[src/rtl/alu_ctrl_pkg.sv]
// Shared definitions for the ALU sequencer: opcode map, FSM state type and
// default multi-cycle latencies.
package alu_ctrl_pkg;

    localparam logic [3:0] OP_ADD  = 4'd0;
    localparam logic [3:0] OP_SUB  = 4'd1;
    localparam logic [3:0] OP_AND  = 4'd2;
    localparam logic [3:0] OP_OR   = 4'd3;
    localparam logic [3:0] OP_XOR  = 4'd4;
    localparam logic [3:0] OP_NOR  = 4'd5;
    localparam logic [3:0] OP_SLL  = 4'd6;
    localparam logic [3:0] OP_SRL  = 4'd7;
    localparam logic [3:0] OP_SRA  = 4'd8;
    localparam logic [3:0] OP_SLT  = 4'd9;
    localparam logic [3:0] OP_SLTU = 4'd10;
    localparam logic [3:0] OP_MUL  = 4'd11;
    localparam logic [3:0] OP_DIV  = 4'd12;

    localparam int unsigned DEF_MUL_CYCLES = 4;
    localparam int unsigned DEF_DIV_CYCLES = 8;

    typedef enum logic [1:0] {
        ST_IDLE  = 2'd0,
        ST_ISSUE = 2'd1,
        ST_WAIT  = 2'd2,
        ST_DONE  = 2'd3
    } seq_state_e;

endpackage

[src/rtl/alu_op_decode.sv]
// Combinational opcode classifier: legality, execution latency and the
// divide-by-zero exception.
module alu_op_decode
    import alu_ctrl_pkg::*;
#(
    parameter int unsigned MUL_CYCLES = DEF_MUL_CYCLES,
    parameter int unsigned DIV_CYCLES = DEF_DIV_CYCLES
) (
    input  logic [3:0]  opcode,
    input  logic [31:0] op_b,
    output logic        legal,
    output logic [3:0]  latency,
    output logic        div_by_zero
);

    // Single-cycle ops are the default; only MUL and DIV stretch the exec window.
    always_comb begin
        legal       = (opcode <= OP_DIV);
        div_by_zero = (opcode == OP_DIV) && (op_b == 32'd0);
        latency     = 4'd1;
        if (opcode == OP_MUL) begin
            latency = 4'(MUL_CYCLES);
        end else if (opcode == OP_DIV) begin
            latency = 4'(DIV_CYCLES);
        end
    end

endmodule

[src/rtl/alu_sequencer.sv]
// Sequences one ALU operation at a time: latches the request, holds the ALU
// execute window for the opcode's latency, captures the result and pulses done.
//
//   state    | meaning
//   ---------+-----------------------------------------------------------
//   IDLE     | waiting for req; operands latched on acceptance
//   ISSUE    | first exec cycle; counter loaded, single-cycle ops capture
//   WAIT     | remaining exec cycles of MUL/DIV; capture when counter is 1
//   DONE     | one-cycle done pulse, err reported for rejected requests
module alu_sequencer
    import alu_ctrl_pkg::*;
#(
    parameter int unsigned MUL_CYCLES = DEF_MUL_CYCLES,
    parameter int unsigned DIV_CYCLES = DEF_DIV_CYCLES
) (
    input  logic        clock,
    input  logic        clear,
    input  logic        req,
    input  logic [3:0]  opcode,
    input  logic [31:0] op_a,
    input  logic [31:0] op_b,
    output logic        busy,
    output logic        done,
    output logic        err,
    output logic [3:0]  alu_opcode,
    output logic        alu_exec,
    output logic [31:0] alu_a,
    output logic [31:0] alu_b,
    input  logic [63:0] alu_result,
    output logic [31:0] z_hi,
    output logic [31:0] z_lo
);

    seq_state_e  state_q, state_d;
    logic [3:0]  cnt_q;
    logic        err_q;

    logic [3:0]  dec_opcode;
    logic [31:0] dec_op_b;
    logic        legal;
    logic [3:0]  latency;
    logic        div_by_zero;
    logic        reject;

    // In IDLE the decoder classifies the incoming request; afterwards it
    // looks at the latched operation so the latency is known in ISSUE.
    assign dec_opcode = (state_q == ST_IDLE) ? opcode : alu_opcode;
    assign dec_op_b   = (state_q == ST_IDLE) ? op_b   : alu_b;
    assign reject     = !legal || div_by_zero;

    alu_op_decode #(
        .MUL_CYCLES (MUL_CYCLES),
        .DIV_CYCLES (DIV_CYCLES)
    ) u_decode (
        .opcode      (dec_opcode),
        .op_b        (dec_op_b),
        .legal       (legal),
        .latency     (latency),
        .div_by_zero (div_by_zero)
    );

    // State register with synchronous active-low clear.
    always_ff @(posedge clock) begin
        if (!clear) begin
            state_q <= ST_IDLE;
        end else begin
            state_q <= state_d;
        end
    end

    // Next-state and Moore outputs.
    always_comb begin
        state_d  = state_q;
        busy     = (state_q != ST_IDLE);
        done     = 1'b0;
        err      = 1'b0;
        alu_exec = 1'b0;
        case (state_q)
            ST_IDLE: begin
                if (req) begin
                    state_d = reject ? ST_DONE : ST_ISSUE;
                end
            end
            ST_ISSUE: begin
                alu_exec = 1'b1;
                state_d  = (latency == 4'd1) ? ST_DONE : ST_WAIT;
            end
            ST_WAIT: begin
                alu_exec = 1'b1;
                if (cnt_q == 4'd1) begin
                    state_d = ST_DONE;
                end
            end
            ST_DONE: begin
                done    = 1'b1;
                err     = err_q;
                state_d = ST_IDLE;
            end
            default: state_d = ST_IDLE;
        endcase
    end

    // Operand latch, exec down-counter and result capture.
    always_ff @(posedge clock) begin
        if (!clear) begin
            alu_opcode <= 4'd0;
            alu_a      <= 32'd0;
            alu_b      <= 32'd0;
            cnt_q      <= 4'd0;
            err_q      <= 1'b0;
            z_hi       <= 32'd0;
            z_lo       <= 32'd0;
        end else begin
            case (state_q)
                ST_IDLE: begin
                    if (req) begin
                        alu_opcode <= opcode;
                        alu_a      <= op_a;
                        alu_b      <= op_b;
                        err_q      <= reject;
                    end
                end
                ST_ISSUE: begin
                    cnt_q <= latency - 4'd1;
                    if (latency == 4'd1) begin
                        {z_hi, z_lo} <= alu_result;
                    end
                end
                ST_WAIT: begin
                    cnt_q <= cnt_q - 4'd1;
                    if (cnt_q == 4'd1) begin
                        {z_hi, z_lo} <= alu_result;
                    end
                end
                default: ;
            endcase
        end
    end

endmodule

[config.mk]
export PLATFORM = sky130hd
export DESIGN_NAME = alu_sequencer
export DESIGN_NICKNAME = d
export VERILOG_FILES = /design/src/rtl/alu_ctrl_pkg.sv /design/src/rtl/alu_op_decode.sv /design/src/rtl/alu_sequencer.sv
export SDC_FILE = /design/constraint.sdc
export NUM_CORES = 1
export LEC_CHECK = 0
export BUFFER_PORTS_ARGS = -buffer_cell sky130_fd_sc_hd__buf_2
export CORE_MARGIN = 5
export CORE_UTILIZATION = 47
export CTS_CLUSTER_SIZE = 8
export DETAILED_ROUTE_END_ITERATION = 8
export PLACE_DENSITY_LB_ADDON = 0.05
export SLEW_MARGIN = 15
export SYNTH_ARGS = -nofsm -noshare
export SYNTH_HDL_FRONTEND = slang
export SYNTH_SLANG_ARGS = --single-unit
[constraint.sdc]
create_clock -name clock -period 2.4 [get_ports clock]
set_input_delay 0.12 -clock clock [delete_from_list [all_inputs] [get_ports clock]]
set_output_delay 0.12 -clock clock [all_outputs]
set_load 0.01 [all_outputs]
==> results of run 1 <==
==> critical path, cell delays in order (launching register included) <==
cell and delay, ns:
dfxtp_1 0.31, inv_1 0.13, ha_4 0.18, buf_4 0.14, or3b_1 0.38, a22oi_1 0.22, o21a_2 0.25, nor3_4 0.07
buf_4 0.24, o211a_1 0.24
==> power by group through the flow <==
stage	Sequential, W	Clock [W]	Combinational (W)
after floorplan	0.00316	0	0.00100
after global placement	0.00298	0	0.00201
after detailed placement	0.00299	0	0.00207
after CTS	0.00295	0.00272	0.00216
after global routing	0.00300	0.00283	0.00242
final	0.00296	0.00267	0.00219
==> logic make-up (layout without fill, tap and decap cells) <==
group           count (synthesis)  in the layout  share of synthesized area, %
compound gates                161            161                         23.06
fa+ha+maj                       6              6                         1.291
buf+inv                        69            397                         4.798
flops                         139            139                         47.85
mux                             1              1                        0.1721
simple gates                  250            250                         22.83
==> flip-flops by register name (all words and copies together) (netlist names) <==
register	count
alu_a	32
alu_b	32
z_hi	32
z_lo	32
alu_opcode	4
cnt_q	4
state_q	2
err_q	1
==> Yosys cell counts, drive strengths merged, types with 2 or more instances <==
library cell / count
nand2: 142
dfxtp: 139
or4: 72
a21boi: 69
o211a: 63
clkbuf: 46
buf: 15
o21ai: 9
inv: 8
o22ai: 8
or4b: 8
ha: 6
nor2: 6
nand3: 5
nand4: 3
nand4b: 3
nor3: 3
a22oi: 2
and2: 2
nand3b: 2
o21a: 2
==> final timing paths <==
kind / startpoint / end / slack, ns / depth (start not counted)
max: state_q[0]$_SDFFE_PN0P_ / z_hi[26]$_SDFFE_PN0P_ / 0.13 / 9
min: alu_result[24] / z_lo[24]$_SDFFE_PN0P_ / 0.02 / 3
max reg2reg: state_q[0]$_SDFFE_PN0P_ / z_hi[26]$_SDFFE_PN0P_ / 0.13 / 9
min reg2reg: alu_a[13]$_SDFFE_PN0P_ / alu_a[13]$_SDFFE_PN0P_ / 0.46 / 2
==> through the flow <==
step           total power, W  worst slack (ns)  utilization, %  cells
6_report             0.007818            0.1336           72.04   1122
5_1_grt              0.008253           0.02557           72.04   1122
4_1_cts              0.007827           0.09635           71.79   1121
3_5_place_dp         0.005057            0.1062           61.08   1021
3_3_place_gp         0.004990            0.1626           61.08   1021
2_1_floorplan        0.004164            0.2346               -    626
==> metal layers <==
layer  track usage, %  wire, µm  part of all wire (%)
met1            29.31      7414                    39
met2            41.72      9387                    50
met3            7.739      1503                   8.0
met5                0         0                     0
met4            11.41       580                   3.1
==> repair_timing <==
action,CTS,global route
hold buffers,68,0
resized for setup,0,6
setup buffers,0,0
hold endpoints to repair,68,0
setup endpoints to repair,0,7
==> cell type report <==
cell class	count	share of cell area (%)
Clock buffer	20	5.371
Sequential cell	139	32.02
Multi-Input combinational cell	418	32.07
Clock inverter	12	1.670
Timing Repair Buffer	357	26.11
Inverter	8	0.3456
Tap cell	168	2.419
==> results.json, run 1 <==
{
  "routed_wl_mm": 18.89,
  "irDropWorstVdd_uv": 723.6,
  "end_kind": "flip-flop",
  "start_util_pct": 48.22,
  "ys_seq_area_share_pct": 47.85,
  "layout_common_cells": "buf_2 (269), nand2_1 (141), dfxtp_1 (139), or4_1 (72), a21boi_0 (69)",
  "portBuffers": 270,
  "ys_ff_latch": 139,
  "slew_headroom_pct": 63.59,
  "status": "complete, no violations",
  "via_per_inst": 5.456,
  "die_area_um2": 14700,
  "synth_enable_flop_cells": 0,
  "die_y_um": 121.2,
  "final_common_cell": "buf_2",
  "worst_pin_slew_ns": 0.5462,
  "coreArea_um2": 12060,
  "clockBufferDepth": 2,
  "multiInputGateArea_um2": 2786,
  "nets": 1082,
  "row_count": 40,
  "cts_made_buffers": 17,
  "drv_slew": 0,
  "tns_ns": 0,
  "wl_per_cell_um": 16.83,
  "synthFlopType": "dfxtp_1",
  "ff_latch_area_um2": 2783,
  "setup_viol": 0,
  "cts_root_buf": "clkbuf_16",
  "start_kind": "flip-flop",
  "path_clk_slew_ns": 0.06,
  "hp-class": "in -> reg",
  "syn_inst": 626,
  "hold_viol_final": 0,
  "async_flop_share_pct": 0,
  "clock.fmax_mhz": 441.2,
  "switchingPower_w": 0.002381,
  "grt_pass1_wl_mm": 29.79,
  "cts.sinks": 139,
  "n_fill_cell": 864,
  "combPwrFrac_pct": 28.0,
  "synth_fp_nets": 767,
  "maxCapViolCount": 0,
  "grtUsageTotal_pct": 24.97,
  "synth_top_cell_area_share_pct": 47.85,
  "clkPwrFrac_pct": 34.1,
  "synth_area_leaders": "dfxtp_1 (48%), o211a_1 (11%), or4_1 (9.3%)",
  "fin_skew_ns": 0.007474,
  "syn-mean-instance-area_um2": 9.290,
  "cts.htree.levels": 4,
  "vias": 6122,
  "worstSetupPathType": "reg -> reg",
  "required_ns": 2.70,
  "place.gp.congestion": 0.8214,
  "period_minus_slack_ns": 2.266,
  "rsz0062_at_grt": "false",
  "intPower_w": 0.005437,
  "synth_cell_types": 37,
  "antennaDiodeCount": 0,
  "die_w_um": 121.2,
  "grt_max_degree": 66,
  "hpwl_mm": 12.36,
  "drtIter0Drc": 381,
  "drc": 0,
  "final_area_um2": 8690,
  "synthToLayoutAreaGrowth_pct": 49.42,
  "synth_area_um2": 5816,
  "drive_above_1_share_pct": 34.49,
  "yosysTopAreaCell": "dfxtp_1",
  "synth_warnings": 0,
  "p_seq_share_pct": 37.8,
  "hold_ws_ns": 0.02403,
  "antenna_found_initial": 0,
  "clk_latency_ns": 0.41,
  "drtPass1Iterations": 5,
  "cts_tree": "yes",
  "switching_share_pct": 30.46,
  "power_leakage_nw": 4.502,
  "antenna_left": 0,
  "powerDensity_nw_per_um2": 899.7,
  "placed_area_um2": 7367,
  "cp_max_fo": 27,
  "post-route-period-util_pct": 94.43,
  "ios": 271,
  "cp.arrival_ns": 2.57,
  "grt_pass1_vias": 6058,
  "grt_overflow": 0
}
Note: power is estimated with default switching activity, not from simulation.
==> inputs of run 2 (changes only) <==
Settings changed: ABC_AREA set to 1, CELL_PAD_IN_SITES_DETAIL_PLACEMENT set to 0, CELL_PAD_IN_SITES_GLOBAL_PLACEMENT set to 1, CORE_MARGIN 5 to 4, CORE_UTILIZATION 47 to 32.
==> run 2 against run 1 <==
  * Power increased by 51%
  * Register-to-register slack improved by 0.10 ns
  * Fmax up 4.8%
  * Cell count increased by 27%
  * Setup slack improved by 0.10 ns
  * Count of clock-buffer cells in the layout fell by 2
  * Final area increased by 3.9%
  * Critical path type unchanged
  * Largest cell class is now sequential cells
==> results.json, run 2 <==
{
  "status": "complete, no violations",
  "final_common_cell": "buf_2",
  "path_clk_slew_ns": 0.06,
  "syn-mean-instance-area_um2": 7.018,
  "synth_area_leaders": "dfxtp_1 (47%), nor2_1 (13%), a21oi_1 (7.1%)",
  "cts_root_buf": "clkbuf_16",
  "drtIter0Drc": 289,
  "synth_fp_nets": 993,
  "synth_top_cell_area_share_pct": 46.54,
  "required_ns": 2.71,
  "antennaDiodeCount": 0,
  "synth_area_um2": 5979,
  "clk_latency_ns": 0.42,
  "synth_cell_types": 23,
  "syn_inst": 852,
  "coreArea_um2": 18150,
  "cpPeakStageDelay_ns": 0.40,
  "post-route-period-util_pct": 90.15,
  "yosysTopAreaCell": "dfxtp_1",
  "cp_max_fo": 20,
  "drc": 0,
  "die_y_um": 144.7,
  "final_util_pct": 49.73,
  "async_flop_share_pct": 0,
  "end_kind": "flip-flop",
  "tns_ns": 0,
  "cp.arrival_ns": 2.47,
  "hpwl_mm": 13.16,
  "pre_cts_ws_ns": 0.09582,
  "period_minus_slack_ns": 2.164,
  "start_kind": "flip-flop",
  "powerDensity_nw_per_um2": 1308,
  "cts_made_buffers": 17,
  "cts.sinks": 139,
  "drv_slew": 0,
  "die_area_um2": 20940,
  "via_per_inst": 4.522,
  "rsz0062_at_grt": "false",
  "hold_ws_ns": 0.01610,
  "routed.top_layer": "met4",
  "wl_met2_mm": 9.378,
  "synth_compound_area_share_pct": 14.21,
  "power_leakage_nw": 4.640,
  "vias": 6421,
  "worst_pin_slew_ns": 0.4614,
  "antenna_found_initial": 0,
  "synth_most_common_cell": "nor2_1",
  "synthToLayoutAreaGrowth_pct": 50.93,
  "path_cells": "inv_1, ha_2, inv_2, nand2_1, o21ai_1, nor2_2, nand2_1, nand3_2, o21ai_4, buf_4, buf_12, nand3_1, nand2_1, nor2_1",
  "worstSetupPathType": "reg -> reg",
  "fin_skew_ns": 0.009841,
  "antenna_left": 0,
  "ys_ff_latch": 139,
  "routed_wl_mm": 19.78,
  "hold_viol_final": 0,
  "final_area_um2": 9025,
  "cp_common_cell": "nand2_1",
  "maxCapViolCount": 0,
  "irDropWorstVdd_uv": 691.6,
  "ys_seq_area_share_pct": 46.54,
  "drtPass1Iterations": 4,
  "r2r_setup_slack_ns": 0.24,
  "setup_viol": 0,
  "synth_enable_flop_cells": 0,
  "grt_pass1_vias": 6057,
  "clock.fmax_mhz": 462.2,
  "grt_pass1_wl_mm": 30.17,
  "synth.mux.area_fraction_pct": 0,
  "synth_top_family_by_area": "simple AND/OR/NAND/NOR gates",
  "grt_max_degree": 67,
  "place.gp.congestion": 0.7571,
  "synth_xor_area_share_pct": 0,
  "cts.htree.levels": 4,
  "die_w_um": 144.7,
  "synth_fa_ha_area_share_pct": 1.255,
  "hp-class": "in -> reg",
  "synth_top_cells_by_count": "nor2_1 (208), dfxtp_1 (139), nand2_1 (102)",
  "finalWorstSetupSlack_ns": 0.2364,
  "cp_num_buf_inv": 4,
  "slowest_stage": "dfxtp_1",
  "cts_tree": "yes",
  "met1_length_mm": 8.965,
  "critPathTopFamily": "simple AND/OR/NAND/NOR gates",
  "synthFlopType": "dfxtp_1",
  "wl_per_cell_um": 13.93,
  "ios": 271,
  "start_util_pct": 32.95,
  "clockBufferDepth": 2,
  "slew_headroom_pct": 69.23,
  "drive_above_1_share_pct": 28.46,
  "grtUsageTotal_pct": 17.87,
  "synthSimpleGateAreaFrac_pct": 27.43,
  "layout_common_cells": "buf_2 (269), nor2_1 (208), dfxtp_1 (139), nand2_1 (100), a21oi_1 (85)",
  "nets": 1319,
  "wl_met3_mm": 1.193,
  "row_count": 49,
  "placed_area_um2": 7546,
  "synth_warnings": 0,
  "portBuffers": 270,
  "grt_overflow": 0
}
run 2: stage by stage:
stage / cells / total power [W]
2_1_floorplan: 852 / 0.007063
3_3_place_gp: 1306 / 0.008639
3_5_place_dp: 1306 / 0.008644
4_1_cts: 1412 / 0.01148
5_1_grt: 1420 / 0.01279
6_report: 1420 / 0.01180
run 2: final cells by class:
| cell class | count | area (µm²) |
|---|---|---|
| clock buffers | 18 | 439.2 |
| fillers | 1879 | 9123 |
| inverters | 86 | 322.8 |
| repair buffers | 365 | 2430 |
| clock inverters | 14 | 170.2 |
| multi-input cells | 569 | 2594 |
| flip-flops and latches | 139 | 2783 |
| well taps | 229 | 286.5 |
run 2: report_power, final:
part	internal (W)	switching, W	total (W)	leakage, nW
registers	0.00301	0.000358	0.00336	1.15
clock network	0.00166	0.00104	0.00271	0.300
logic	0.00238	0.00335	0.00573	3.19
run 2: logic make-up (layout without fill, tap and decap cells):
| logic type | count (synthesis) | in the layout |
|---|---|---|
| and+or+nand+nor | 396 | 396 |
| DFF | 139 | 139 |
| adders and majority gates | 6 | 6 |
| AOI/OAI and AO/OA | 166 | 167 |
| buffers and inverters | 145 | 483 |
run 2: worst paths after layout:
check,startpoint,to,cells after the start
worst min register to register,z_hi[10]$_SDFFE_PN0P_,z_hi[10]$_SDFFE_PN0P_,2
worst max register to register,state_q[0]$_SDFFE_PN0P_,z_lo[30]$_SDFFE_PN0P_,14
worst min-delay path,alu_result[29],z_lo[29]$_SDFFE_PN0P_,5
worst max-delay path,state_q[0]$_SDFFE_PN0P_,z_lo[30]$_SDFFE_PN0P_,14
run 2: timing repair:
item,4_1_cts,5_1_grt
setup endpoints to repair,0,60
hold buffers,74,0
setup buffers,0,4
endpoints found under the hold margin,74,0
gates resized for setup,0,2
run 2: layer usage:
metal	global-route usage (%)	up-vias
li1	-	3361
met3	4.338	17
met2	30.33	187
met5	0	-
met4	5.793	0
met1	22.37	2856
run 2: tightest hold or removal path, delay by kind of cell:
kind	cells	cell delay, ns
buffers and inverters	2	0.10
and+or+nand+nor	3	0.18
